$ cat config.mk
export PLATFORM = sky130hd
export DESIGN_NAME = rsa_demo_core
export DESIGN_NICKNAME = d
export VERILOG_FILES = /design/src/rtl/rsa_demo_core.sv
export SDC_FILE = /design/constraint.sdc
export NUM_CORES = 1
export LEC_CHECK = 0
export CAP_MARGIN = 15
export CORE_AREA = 2 2 112 114
export DETAILED_ROUTE_END_ITERATION = 10
export DIE_AREA = 0 0 114 116
export PLACE_DENSITY = 0.67
export SLEW_MARGIN = 10
export SYNTH_ARGS = -nofsm -noshare
export SYNTH_HDL_FRONTEND = slang
export SYNTH_SLANG_ARGS = --single-unit
$ cat constraint.sdc
create_clock -name clk -period 11.1 [get_ports clk]
set_input_delay 2.22 -clock clk [delete_from_list [all_inputs] [get_ports clk]]
set_output_delay 2.22 -clock clk [all_outputs]
set_load 0.02 [all_outputs]
$ cat src/rtl/rsa_demo_core.sv
// Self-running RSA demo: encrypts MSG with (N,E), decrypts with (N,D), and reports both results and a self-check on dbg.
// Fixed latency of 4*W*W+3 edges after reset release; no inputs, so there is no backpressure.
module rsa_demo_core #(
    parameter int           W   = 12,
    parameter logic [W-1:0] N   = W'(3233),
    parameter logic [W-1:0] E   = W'(17),
    parameter logic [W-1:0] D   = W'(2753),
    parameter logic [W-1:0] MSG = W'(65)
) (
    input  logic        clk,
    input  logic        rst,
    output logic [63:0] dbg
);

    localparam int             AW    = W + 2;
    localparam int             IW    = (W > 1) ? $clog2(W) : 1;
    localparam logic [IW-1:0]  LAST  = IW'(W - 1);
    localparam logic [AW-1:0]  N_EXT = AW'(N);
    localparam logic [W-1:0]   ONE   = W'(1);

    typedef enum logic [2:0] {
        LOAD_ENC,
        EXP,
        STORE_ENC,
        STORE_DEC,
        DONE
    } state_t;

    state_t         state_q, state_d;
    logic           phase_q, phase_d;
    logic           sub_q, sub_d;
    logic [W-1:0]   base_q, base_d;
    logic [W-1:0]   exp_q, exp_d;
    logic [W-1:0]   r_q, r_d;
    logic [AW-1:0]  acc_q, acc_d;
    logic [IW-1:0]  bit_q, bit_d;
    logic [IW-1:0]  cyc_q, cyc_d;
    logic [63:0]    dbg_q, dbg_d;

    // Interleaved modular multiply: r * (sub_q ? base : r), one multiplier bit per cycle, MSB first.
    logic [W-1:0]   op_b;
    logic [IW-1:0]  b_idx;
    logic           b_bit;
    logic [AW-1:0]  acc_dbl, acc_red, acc_add, acc_nx;

    always_comb begin
        op_b    = sub_q ? base_q : r_q;
        b_idx   = LAST - cyc_q;
        b_bit   = op_b[b_idx];
        acc_dbl = acc_q << 1;
        acc_red = (acc_dbl >= N_EXT) ? (acc_dbl - N_EXT) : acc_dbl;
        acc_add = acc_red + (b_bit ? AW'(r_q) : '0);
        acc_nx  = (acc_add >= N_EXT) ? (acc_add - N_EXT) : acc_add;
    end

    always_comb begin
        state_d = state_q;
        phase_d = phase_q;
        sub_d   = sub_q;
        base_d  = base_q;
        exp_d   = exp_q;
        r_d     = r_q;
        acc_d   = acc_q;
        bit_d   = bit_q;
        cyc_d   = cyc_q;
        dbg_d   = dbg_q;

        case (state_q)
            LOAD_ENC: begin
                base_d          = MSG;
                exp_d           = E;
                r_d             = ONE;
                acc_d           = '0;
                bit_d           = '0;
                cyc_d           = '0;
                sub_d           = 1'b0;
                phase_d         = 1'b0;
                dbg_d           = '0;
                dbg_d[W-1:0]    = MSG;
                state_d         = EXP;
            end
            EXP: begin
                acc_d = acc_nx;
                cyc_d = cyc_q + 1'b1;
                if (cyc_q == LAST) begin
                    acc_d = '0;
                    cyc_d = '0;
                    if (!sub_q) begin
                        r_d   = acc_nx[W-1:0];
                        sub_d = 1'b1;
                    end else begin
                        // Multiply always runs for fixed latency; a zero exponent bit just drops its product.
                        r_d   = exp_q[W-1] ? acc_nx[W-1:0] : r_q;
                        exp_d = exp_q << 1;
                        sub_d = 1'b0;
                        bit_d = bit_q + 1'b1;
                        if (bit_q == LAST) begin
                            bit_d   = '0;
                            state_d = phase_q ? STORE_DEC : STORE_ENC;
                        end
                    end
                end
            end
            STORE_ENC: begin
                dbg_d           = '0;
                dbg_d[W-1:0]    = r_q;
                base_d          = r_q;
                exp_d           = D;
                r_d             = ONE;
                phase_d         = 1'b1;
                state_d         = EXP;
            end
            STORE_DEC: begin
                dbg_d           = '0;
                dbg_d[W-1:0]    = r_q;
                dbg_d[63]       = 1'b1;
                dbg_d[62]       = (r_q != MSG);
                state_d         = DONE;
            end
            DONE: begin
            end
            default: state_d = LOAD_ENC;
        endcase
    end

    always_ff @(posedge clk or negedge rst) begin
        if (!rst) begin
            state_q <= LOAD_ENC;
            phase_q <= 1'b0;
            sub_q   <= 1'b0;
            base_q  <= '0;
            exp_q   <= '0;
            r_q     <= '0;
            acc_q   <= '0;
            bit_q   <= '0;
            cyc_q   <= '0;
            dbg_q   <= '0;
        end else begin
            state_q <= state_d;
            phase_q <= phase_d;
            sub_q   <= sub_d;
            base_q  <= base_d;
            exp_q   <= exp_d;
            r_q     <= r_d;
            acc_q   <= acc_d;
            bit_q   <= bit_d;
            cyc_q   <= cyc_d;
            dbg_q   <= dbg_d;
        end
    end

    assign dbg = dbg_q;

endmodule

# After elaboration in Yosys (flattened, before gate mapping)
# Cells that the tools add are included.
[totals]
reg_bits = 126
input_bits = 2
output_inout_bits = 64
word_cells = 75
[classes]
addsub = 6
order_cmp = 3
eq_ne = 11
mux = 32
n_bitwise = 1
reduce_logical = 12
[op_table]
columns = ["op", "n"]
rows = [
  ["64-bit one-hot mux with 3 select lines", 1],
  ["12-bit 2-to-1 mux", 7],
  ["12-bit one-hot mux with 2 select lines", 2],
  ["12-bit one-hot mux with 3 select lines", 1],
  ["14-bit by 12-bit >= comparator with 1-bit output, second input constant", 2],
  ["13-bit 2-to-1 mux", 2],
  ["13-bit one-hot mux with 2 select lines", 1],
  ["4-bit 2-to-1 mux", 4],
  ["4-bit one-hot mux with 2 select lines", 2],
  ["14-bit by 12-bit adder with 14-bit output", 1],
  ["14-bit 2-to-1 mux", 1],
  ["14-bit by 12-bit subtractor with 14-bit output, second input constant", 1],
  ["13-bit by 12-bit subtractor with 13-bit output, second input constant", 1],
  ["12-bit by 7-bit != test with 1-bit output, second input constant", 1],
  ["3-bit one-hot mux with 4 select lines", 1],
  ["3-bit 2-to-1 mux", 3],
  ["3-bit AND reduction", 3],
  ["4-bit by 1-bit adder with 4-bit output, second input constant", 2],
  ["4-bit equality test, second input constant", 2],
  ["3-bit by 2-bit equality test with 1-bit output, second input constant", 2],
  ["2-bit != test, second input constant", 3],
  ["2-bit nonzero test", 3],
  ["3-bit nonzero test", 2],
  ["4-bit by 5-bit less-than comparator with 1-bit output, second input constant", 1],
  ["other kinds (12)", 16],
]

# Longest topological paths before layout
# Gate-level depths: netlist (run 1).
[depth]
ltp_word = 11
ltp_mapped = 19

# Worst setup path before layout (run 1)
# Ideal clock, no wire load.
[synth_path]
kind = "reg2reg"
startpoint = "register cyc_q[0]"
endpoint = "register acc_q[2]"
setup_time_ps = 69
arrival_ps = 5006
slack_ps = 6025
path_stages_with_launch = 18
synth_period_minus_slack_ps = 5075
path_cell_list = "dfrtp_1 -> clkbuf_1 -> mux4_2 -> mux4_2 -> a21oi_1 -> clkbuf_1 -> nor2_1 -> ha_1 -> fa_1 -> a21o_1 -> a22o_1 -> o41a_1 -> xnor2_2 -> or2_1 -> buf_2 -> o31a_1 -> or4_1 -> nand3_1"
[synth_between]
elab_chain_cells = 9
[synth_rtl]
columns = ["element", "line", "source"]
rows = [
  ["from (decl)", "37", "logic [IW-1:0] cyc_q, cyc_d;"],
  ["from (signal assigned)", "147", "cyc_q <= cyc_d;"],
  ["4-bit subtractor", "48", "b_idx = LAST - cyc_q;"],
  ["1-bit binary-select mux with 4-bit select", "49", "b_bit = op_b[b_idx];"],
  ["1-bit 2-to-1 mux (not written as such)", "49", ""],
  ["12-bit 2-to-1 mux", "52", "acc_add = acc_red + (b_bit ? AW'(r_q) : '0);"],
  ["14-bit by 12-bit adder with 14-bit output", "52", ""],
  ["13-bit by 12-bit subtractor with 13-bit output / 14-bit by 12-bit >= comparator with 1-bit output (equally long branches)", "53", "acc_nx = (acc_add >= N_EXT) ? (acc_add - N_EXT) : acc_add;"],
  ["13-bit 2-to-1 mux", "53", ""],
  ["13-bit 2-to-1 mux (*)", "85", "if (cyc_q == LAST) begin"],
  ["13-bit one-hot mux with 2 select lines (*)", "68", "case (state_q)"],
  ["to (signal assigned)", "134", "acc_q <= '0;"],
  ["to (signal assigned)", "145", "acc_q <= acc_d;"],
  ["to (decl)", "35", "logic [AW-1:0] acc_q, acc_d;"],
]
# Every way passes the cells marked *; elsewhere a longest branch is shown, timed or not. The select of a mux whose other input is x is not followed.
# A chain may end at the register's enable or synchronous reset.

# Worst setup path in the final report (run 1)
[layout_path]
startpoint = "register cyc_q[0]"
endpoint = "register acc_q[0]"
# The elaborated chain is that of the path after synthesis.

==> results of run 1 <==
==> per-stage QoR <==
stage          std cells   util
6_report             770  0.485
5_1_grt              770  0.485
4_1_cts              770  0.485
3_5_place_dp         755  0.459
3_3_place_gp         755  0.459
2_1_floorplan        678      -
==> cells in the final DEF, fill, tap and decap left out, drive strengths merged, types with 6 or more instances in the layout <==
cell           instances
o2111ai                6
xor2                   9
o22ai                  7
nor3                  22
a21oi                 23
dfrtp                 76
nand2                 56
a31oi                 11
a32oi                  7
o21ai                 42
a22o                  22
nor2b                 16
clkdlybuf4s50         14
nor2                  48
xnor2                  9
mux4                   7
nand3                 36
o21a                   6
conb                  50
nand4                 12
inv                    9
clkbuf                 9
ha                    18
==> cell type report <==
type / instances / area [um^2]
fillers: 1145 / 6130
multi-input cells: 503 / 3160
flip-flops and latches: 76 / 1900
clock buffers: 9 / 225
well taps: 147 / 184
repair buffers: 19 / 178
clock inverters: 6 / 90.1
inverters: 10 / 37.5
==> where the power goes <==
part           switching (W)   total, W  internal, W
Sequential                 0   0.000277     0.000277
Combinational      0.0000201  0.0000204  0.000000206
Clock               0.000117   0.000313     0.000196
Total               0.000137   0.000610     0.000473
==> registers in the layout, summed over array words and instances, names as in the netlist <==
| name | cells |
|---|---|
| dbg | 14 |
| acc_q | 13 |
| base_q | 12 |
| exp_q | 12 |
| r_q | 12 |
| bit_q | 4 |
| cyc_q | 4 |
| state_q | 3 |
| phase_q | 1 |
| sub_q | 1 |
==> cells by family after synthesis <==
kind of cell	synth area share
buffers and inverters	0.105
adder cells (fa/ha/maj)	0.0450
AO/OA/AOI/OAI	0.237
XOR/XNOR	0.0303
AND/OR/NAND/NOR	0.198
flip-flops	0.349
other	0.000688
multiplexers	0.0344
==> worst max-delay path, cell delays in order (launching register included) <==
cell and delay, ps:
dfrtp_1 600, mux4_2 550, mux4_2 480, a21oi_1 640, nor2_1 100, ha_1 260, fa_1 440, a21o_1 210
a221oi_1 310, xor2_1 550, a21oi_1 220, o31ai_2 680, buf_4 320, a21oi_1 100, o32ai_1 280
==> worst paths after layout <==
kind / to / slack, ps / startpoint / depth (start not counted)
max in group asynchronous: base_q[1] / 8460 / rst / 1
max: acc_q[0] / 5230 / cyc_q[0] / 14
min: exp_q[0] / 480 / exp_q[0] / 2
max reg2reg: acc_q[0] / 5230 / cyc_q[0] / 14
min in group asynchronous: exp_q[6] / 2030 / rst / 1
min reg2reg: exp_q[0] / 480 / exp_q[0] / 2
==> cell usage after synthesis (11+ instances only) <==
| cell type | instances |
|---|---|
| ha_1 | 18 |
| nand4_1 | 12 |
| a22o_1 | 22 |
| nand3_1 | 36 |
| nor3_1 | 22 |
| a31oi_1 | 11 |
| nor2_1 | 48 |
| nand2_1 | 56 |
| a21oi_1 | 23 |
| nor2b_1 | 16 |
| o21ai_0 | 40 |
| clkbuf_1 | 31 |
| dfrtp_1 | 76 |
| buf_4 | 50 |
==> per-layer routing <==
metal  share of wire  vias to the layer above  wire length, um
met3           0.064                       21              897
met1            0.45                     2292             6370
met5               0                        -                0
li1                -                     2223                -
met2            0.45                      191             6420
met4           0.030                        0              417
==> flow_summary.ini, run 1 <==
[yosys]
async_flop_share = 1.00
synth_seq_cells = 76
netlist_instances = 629
synth.distinct_cells = 69
synth-warning-count = 0
syn_area_mm2 = 0.00545
synth.area.top_cells = dfrtp_1, buf_4, ha_1, nand2_1, o21ai_0
avgSynthCellArea_um2 = 8.67
ys_seq_area_frac = 0.349
synth.top_cell.area_share = 0.349
synth-edff-count = 0
synth_top_area_cell = dfrtp_1
synth_top_flop_cell = dfrtp_1

[routing]
first_pass_iters = 5
first_iter_violations = 666
drt-total-wl_um = 14100
vias = 4727
viasPerCell = 6.14
ant_nets = 0
remaining_drc_errors = 0
wire_per_inst_um = 18.3

[timing]
setup_viol = 0
setup_slack_ps = 5230
slew_headroom = 0.276
rsz0062_at_grt = no
worst_pin_slew_ps = 1080
fin_tns_setup_ps = 0
hold_viol_final = 0
slew_violations = 0
skew_ps = 8.26
fmax_ghz = 0.170
fin_crit_ps = 5870
fin_crit_sh = 0.529
holdWs_ps = 478

[die]
rows = 40
coreArea_mm2 = 0.0119
fp.dieH_um = 116
io_pins = 66
fp.dieArea_mm2 = 0.0132
fp.dieW_um = 114
initial_core_util = 0.458

[clock_network]
cts_setup_buffers = 0
cts.sinks = 76
htreeDepth = 3
cts_root_buf = clkbuf_16
cts_made_buffers = 9
cts_resized = 0
cts_tree = done
cts_hold_buf = 0
clock_path_buffers = 2
cts.clk_slew.worst_paths_ps = 60
clk_latency_ps = 340

[global_route]
grt_pass1_wl_um = 22700
met2_usage = 0.341
grt_busiest_layer = met2
use_met3 = 0.0476
antenna_found_initial = 0
grt_pass1_vias = 4404
grt_max_degree = 77
grt_usage = 0.219
grt_overflow_total = 0
globalRouteMet1Util = 0.296

[worst_setup_path]
crit_arrival_ps = 6090
worstPathRequired_ps = 11320
start_kind = flop
crit_fanout = 13
cp-end-kind = flop
critPathKind = reg -> reg

[status]
outcome = completed

[hold_path]
hp-class = reg -> reg

[cells_and_area]
syn2layout_area_growth_pct = 6.04
finalInstanceArea_mm2 = 0.00578
drive_gt1_frac = 0.0578
nets = 640
antenna_cells = 0

[pwr]
ir_drop_v = 0.0000686
totalPowerFinal_w = 0.000610
power.density_mw_per_mm2 = 106
p_leak_nw = 2.64

[placement]
numPortBuffers = 15
gp_congestion = 0.897
place_area_mm2 = 0.00547
post-place-ws_ps = 5320
hpwl_um = 10100

[run]
cap_violations = 0
Note: power is estimated with default switching activity, not from simulation.
==> inputs of run 2 (changes only) <==
--- a/config.mk
+++ b/config.mk
@@ -9,7 +9,7 @@
 export CORE_AREA = 2 2 112 114
 export DETAILED_ROUTE_END_ITERATION = 10
 export DIE_AREA = 0 0 114 116
-export PLACE_DENSITY = 0.67
+export PLACE_DENSITY = 0.7
 export SLEW_MARGIN = 10
 export SYNTH_ARGS = -nofsm -noshare
 export SYNTH_HDL_FRONTEND = slang
==> constraint.sdc (replaced) <==
create_clock -name clk -period 4.8 [get_ports clk]
set_input_delay 0.96 -clock clk [delete_from_list [all_inputs] [get_ports clk]]
set_output_delay 0.96 -clock clk [all_outputs]
set_load 0.02 [all_outputs]
==> run 2 against run 1 <==
  * Maximum frequency is 27% higher
  * Clock power grew 150%
  * Utilization rose by 3.5 points
  * First-iteration DRC count is 7.2% higher
==> flow_summary.ini, run 2 (same netlist as run 1, synthesis figures left out) <==
[status]
outcome = completed

[hold_path]
hold_path_depth = 2
holdPathEnd = exp_q[6]
hp-class = reg -> reg
min-delay-start = exp_q[6]

[pwr]
ir_drop_v = 0.000158
p_sw_frac = 0.219
p_seq_frac = 0.436
p_int_w = 0.00115
totalPowerFinal_w = 0.00147
combPwrFrac = 0.032
power.density_mw_per_mm2 = 237
p_sw_w = 0.000322
p_leak_nw = 2.88
clkPwrFrac = 0.532

[timing]
setup_slack_ps = 197
fin_crit_ps = 4600
hold_viol_final = 0
slew_violations = 0
fmax_ghz = 0.217
worst_pin_slew_ps = 948
setup_viol = 0
skew_ps = 9.89
fin_crit_sh = 0.959
slew_headroom = 0.368

[worst_setup_path]
cp-end-kind = flop
reg2reg_from = cyc_q[0]
crit_chain = mux4_2 -> mux4_2 -> a21oi_2 -> nor2_1 -> ha_1 -> fa_1 -> a21o_1 -> a211o_1 -> and2_1 -> o41ai_4 -> a21oi_2 -> o31a_4 -> or4_1 -> nand3_1
slowest_delay_ps = 510
reg2reg_setup_slack_ps = 200
reg2regPathDepth = 14
start_kind = flop
worstPathRequired_ps = 5080
timing.rr.end = acc_q[2]
crit_fanout = 11
critPathKind = reg -> reg
cp_slowest_cell = mux4_2
crit_arrival_ps = 4880

[cells_and_area]
nets = 681
finalInstanceArea_mm2 = 0.00620
final_common_cell = dfrtp_1
fillers = 1058
drive_gt1_frac = 0.131
multi_input_area_mm2 = 0.00323
syn2layout_area_growth_pct = 13.7
layoutNonFillerInstCount = 811
antenna_cells = 0
ff_latch_area_mm2 = 0.00190
layout_common_cells = dfrtp_1, nand2_1, conb_1
largest_reg_flops = 14

[run]
cap_violations = 0

[global_route]
grt_overflow_total = 0
grt_pass1_wl_um = 24000
grt_usage = 0.232
grt_pass1_vias = 4682
grt_max_degree = 77
antenna_found_initial = 0

[clock_network]
cts_root_buf = clkbuf_16
cts_made_buffers = 9
clk_latency_ps = 340
htreeDepth = 3
cts_tree = done
cts.sinks = 76
cts.clk_slew.worst_paths_ps = 60
cts_hold_buf = 0
clock_path_buffers = 2

[die]
rows = 40
fp.dieW_um = 114
initial_core_util = 0.458
fp.dieH_um = 116
coreArea_mm2 = 0.0119
fp.dieArea_mm2 = 0.0132
io_pins = 66

[routing]
wire_per_inst_um = 18.2
first_pass_iters = 5
vias = 4963
drt-total-wl_um = 14700
remaining_drc_errors = 0
ant_nets = 0
first_iter_violations = 714
viasPerCell = 6.12

[placement]
hpwl_um = 10700
place_area_mm2 = 0.00578
gp_congestion = 0.953
numPortBuffers = 15
dpl.cell_count = 795
post-place-ws_ps = -44.1
[run 2: power groups by stage]
stage	Clock, W	Sequential, W	Combinational [W]
after floorplan	0	0.000653	0.0000651
after global placement	0	0.000652	0.0000469
after detailed placement	0	0.000652	0.0000471
after CTS	0.000785	0.000641	0.0000471
after global routing	0.000816	0.000640	0.0000521
final	0.000782	0.000641	0.0000470
[run 2: per-stage QoR]
stage | hold slack [ps] | util | setup TNS (ps)
finish | 483 | 0.520 | 0
global route | 509 | 0.520 | -20.5
CTS | 488 | 0.514 | 0
detailed placement | 471 | 0.485 | -44.1
global placement | 461 | 0.485 | -6.54
floorplan | 447 | - | 0
[run 2: cell type report]
cell class / count / share of cell area
Tap cell: 147 / 0.0297
Multi-Input combinational cell: 503 / 0.521
Sequential cell: 76 / 0.307
Clock inverter: 6 / 0.0184
Inverter: 10 / 0.00606
Clock buffer: 9 / 0.0363
Timing Repair Buffer: 60 / 0.0816
[run 2: layer usage]
metal	wire length (um)	global-route usage
met5	0	0
met1	6370	0.316
met4	320	0.0789
met3	1030	0.0450
met2	7020	0.372
[run 2: repair_timing]
| item | 4_1_cts | 5_1_grt |
|---|---|---|
| endpoints found under the setup margin | 1 | 25 |
| gates resized for setup | 1 | 14 |
| buffers inserted | 0 | 0 |
[run 2: worst max-delay path, delay by kind of cell, from the launching register on]
kind	cells	cell delay, ps
muxes	2	1000
adders and majority gates	2	660
DFF	1	410
and+or+nand+nor	4	870
AOI/OAI and AO/OA	6	1610
[run 2: worst max-delay path by stage]
| stage | from | end | slack (ps) | cells after the start |
|---|---|---|---|---|
| floorplan | cyc_q[0] | acc_q[2] | 20 | 17 |
| global placement | cyc_q[0] | acc_q[12] | -7 | 15 |
| detailed placement | cyc_q[0] | acc_q[12] | -40 | 15 |
| CTS | cyc_q[0] | r_q[10] | 2 | 15 |
| global route | cyc_q[0] | acc_q[12] | -20 | 15 |
| finish | cyc_q[0] | acc_q[2] | 200 | 14 |
==> inputs of run 3 (changes only) <==
--- a/config.mk
+++ b/config.mk
@@ -6,10 +6,12 @@
 export NUM_CORES = 1
 export LEC_CHECK = 0
 export CAP_MARGIN = 15
-export CORE_AREA = 2 2 112 114
+export CELL_PAD_IN_SITES_DETAIL_PLACEMENT = 2
+export CELL_PAD_IN_SITES_GLOBAL_PLACEMENT = 2
+export CORE_AREA = 2 2 136 138
 export DETAILED_ROUTE_END_ITERATION = 10
-export DIE_AREA = 0 0 114 116
-export PLACE_DENSITY = 0.7
+export DIE_AREA = 0 0 138 140
+export PLACE_DENSITY = 0.76
 export SLEW_MARGIN = 10
 export SYNTH_ARGS = -nofsm -noshare
 export SYNTH_HDL_FRONTEND = slang
==> run 3 against run 2 <==
  * Sequential share of layout area decreased by 1.6 points
  * Maximum frequency is 2.6% lower
  * Via count is 6.9% higher
  * Global-route usage shrank 1.3 points
  * Critical path depth grew 1
  * Die area is 46% higher
==> flow_summary.ini, run 3 (same netlist as run 1, synthesis figures left out) <==
[clock_network]
clock_path_buffers = 2
cts_made_buffers = 9
cts_hold_buf = 0
htreeDepth = 3
clk_latency_ps = 350
cts.sinks = 76
cts_root_buf = clkbuf_16
cts.clk_slew.worst_paths_ps = 60
cts_tree = done

[worst_setup_path]
cpMostUsedCell = mux4_2
crit_chain = mux4_2 -> mux4_2 -> a21oi_4 -> nor2_2 -> ha_2 -> fa_2 -> a21o_1 -> a22o_1 -> o41a_1 -> xnor2_2 -> or2_4 -> buf_6 -> o31a_4 -> nor3_1 -> o32ai_1
crit_arrival_ps = 4920
crit_fanout = 7
cp_slowest_cell = mux4_2
critPathKind = reg -> reg
slowest_delay_ps = 530
start_kind = flop
cp-end-kind = flop
worstPathRequired_ps = 4990

[die]
fp.dieW_um = 138
initial_core_util = 0.307
io_pins = 66
rows = 49
fp.dieH_um = 140
coreArea_mm2 = 0.0178
fp.dieArea_mm2 = 0.0193

[cells_and_area]
layoutNonFillerInstCount = 915
layout_common_cells = dfrtp_1, buf_4, nand2_1
antenna_cells = 0
final_common_cell = dfrtp_1
nets = 703
drive_gt1_frac = 0.176
syn2layout_area_growth_pct = 20.0
largest_reg_flops = 14

[placement]
dpl.cell_count = 891
gp_congestion = 0.874
numPortBuffers = 15
hpwl_um = 14800

[timing]
hold_viol_final = 0
setup_viol = 0
fin_crit_ps = 4730
fin_tns_setup_ps = 0
worst_pin_slew_ps = 1030
fin_crit_sh = 0.985
fmax_ghz = 0.212
skew_ps = 8.16
slew_violations = 0
slew_headroom = 0.310

[routing]
viasPerCell = 5.80
ant_nets = 0
vias = 5304
remaining_drc_errors = 0
first_pass_iters = 4
first_iter_violations = 316
drt-total-wl_um = 21500
wire_per_inst_um = 23.5

[global_route]
antenna_found_initial = 0
grt_usage = 0.219
grt_pass1_vias = 5851
grt_pass1_wl_um = 33500
grt_max_degree = 77
grt_overflow_total = 0

[pwr]
power.density_mw_per_mm2 = 236
ir_drop_v = 0.000183
p_leak_nw = 3.01

[hold_path]
hp-class = reg -> reg

[status]
outcome = completed

[run]
cap_violations = 0
-- run 3: path summary, 6_finish.rpt --
check | startpoint | to | slack, ps | cells after the start
worst min-delay path | exp_q[8] | exp_q[8] | 490 | 2
max in group asynchronous | rst | acc_q[10] | 3270 | 1
min in group asynchronous | rst | exp_q[7] | 780 | 1
worst min register to register | exp_q[8] | exp_q[8] | 490 | 2
worst max register to register | cyc_q[0] | acc_q[0] | 70 | 15
worst max-delay path | cyc_q[0] | acc_q[0] | 70 | 15
-- run 3: metrics by stage --
step | util | total power, W | hold WS, ps | area (um^2) | setup slack (ps)
2_1_floorplan | - | 0.000718 | 447 | 5640 | 22.2
3_3_place_gp | 0.337 | 0.000700 | 459 | 5990 | 3.59
3_5_place_dp | 0.337 | 0.000700 | 476 | 5990 | -333
4_1_cts | 0.360 | 0.00155 | 493 | 6410 | 0.747
5_1_grt | 0.368 | 0.00158 | 526 | 6540 | -27.4
6_report | 0.368 | 0.00154 | 489 | 6540 | 72.3
-- run 3: repair_timing --
| item | in CTS | in global routing |
|---|---|---|
| endpoints found under the hold margin | 0 | 0 |
| endpoints found under the setup margin | 25 | 25 |
| pin swaps | 2 | 8 |
| setup buffers | 3 | 6 |
| gates resized for setup | 9 | 21 |
-- run 3: layout make-up --
class / count / area (um^2)
Clock buffer: 9 / 225
Clock inverter: 6 / 138
Fill cell: 1979 / 11200
Inverter: 10 / 38.8
Multi-Input combinational cell: 503 / 3270
Sequential cell: 76 / 1910
Tap cell: 229 / 287
Timing Repair Buffer: 82 / 678
-- run 3: critical path: cells and delay by family, from the launching register on --
family                   cells  cell delay (ps)
buffers and inverters        1              130
AO/OA/AOI/OAI                6             1530
adder cells (fa/ha/maj)      2              550
AND/OR/NAND/NOR              3              710
flip-flops                   1              420
multiplexers                 2             1050
XOR/XNOR                     1              160
-- run 3: routing by layer --
layer / global-route usage / part of all wire / vias to the layer above
met4: 0.101 / 0.034 / 0
met5: 0 / 0 / -
met3: 0.0297 / 0.041 / 48
li1: - / - / 2331
met2: 0.381 / 0.51 / 160
met1: 0.270 / 0.42 / 2765
-- run 3: report_power, final --
part | internal, W | switching (W)
logic | 0.000000465 | 0.0000483
clock network | 0.000560 | 0.000295
registers | 0.000640 | 0
total | 0.00120 | 0.000343
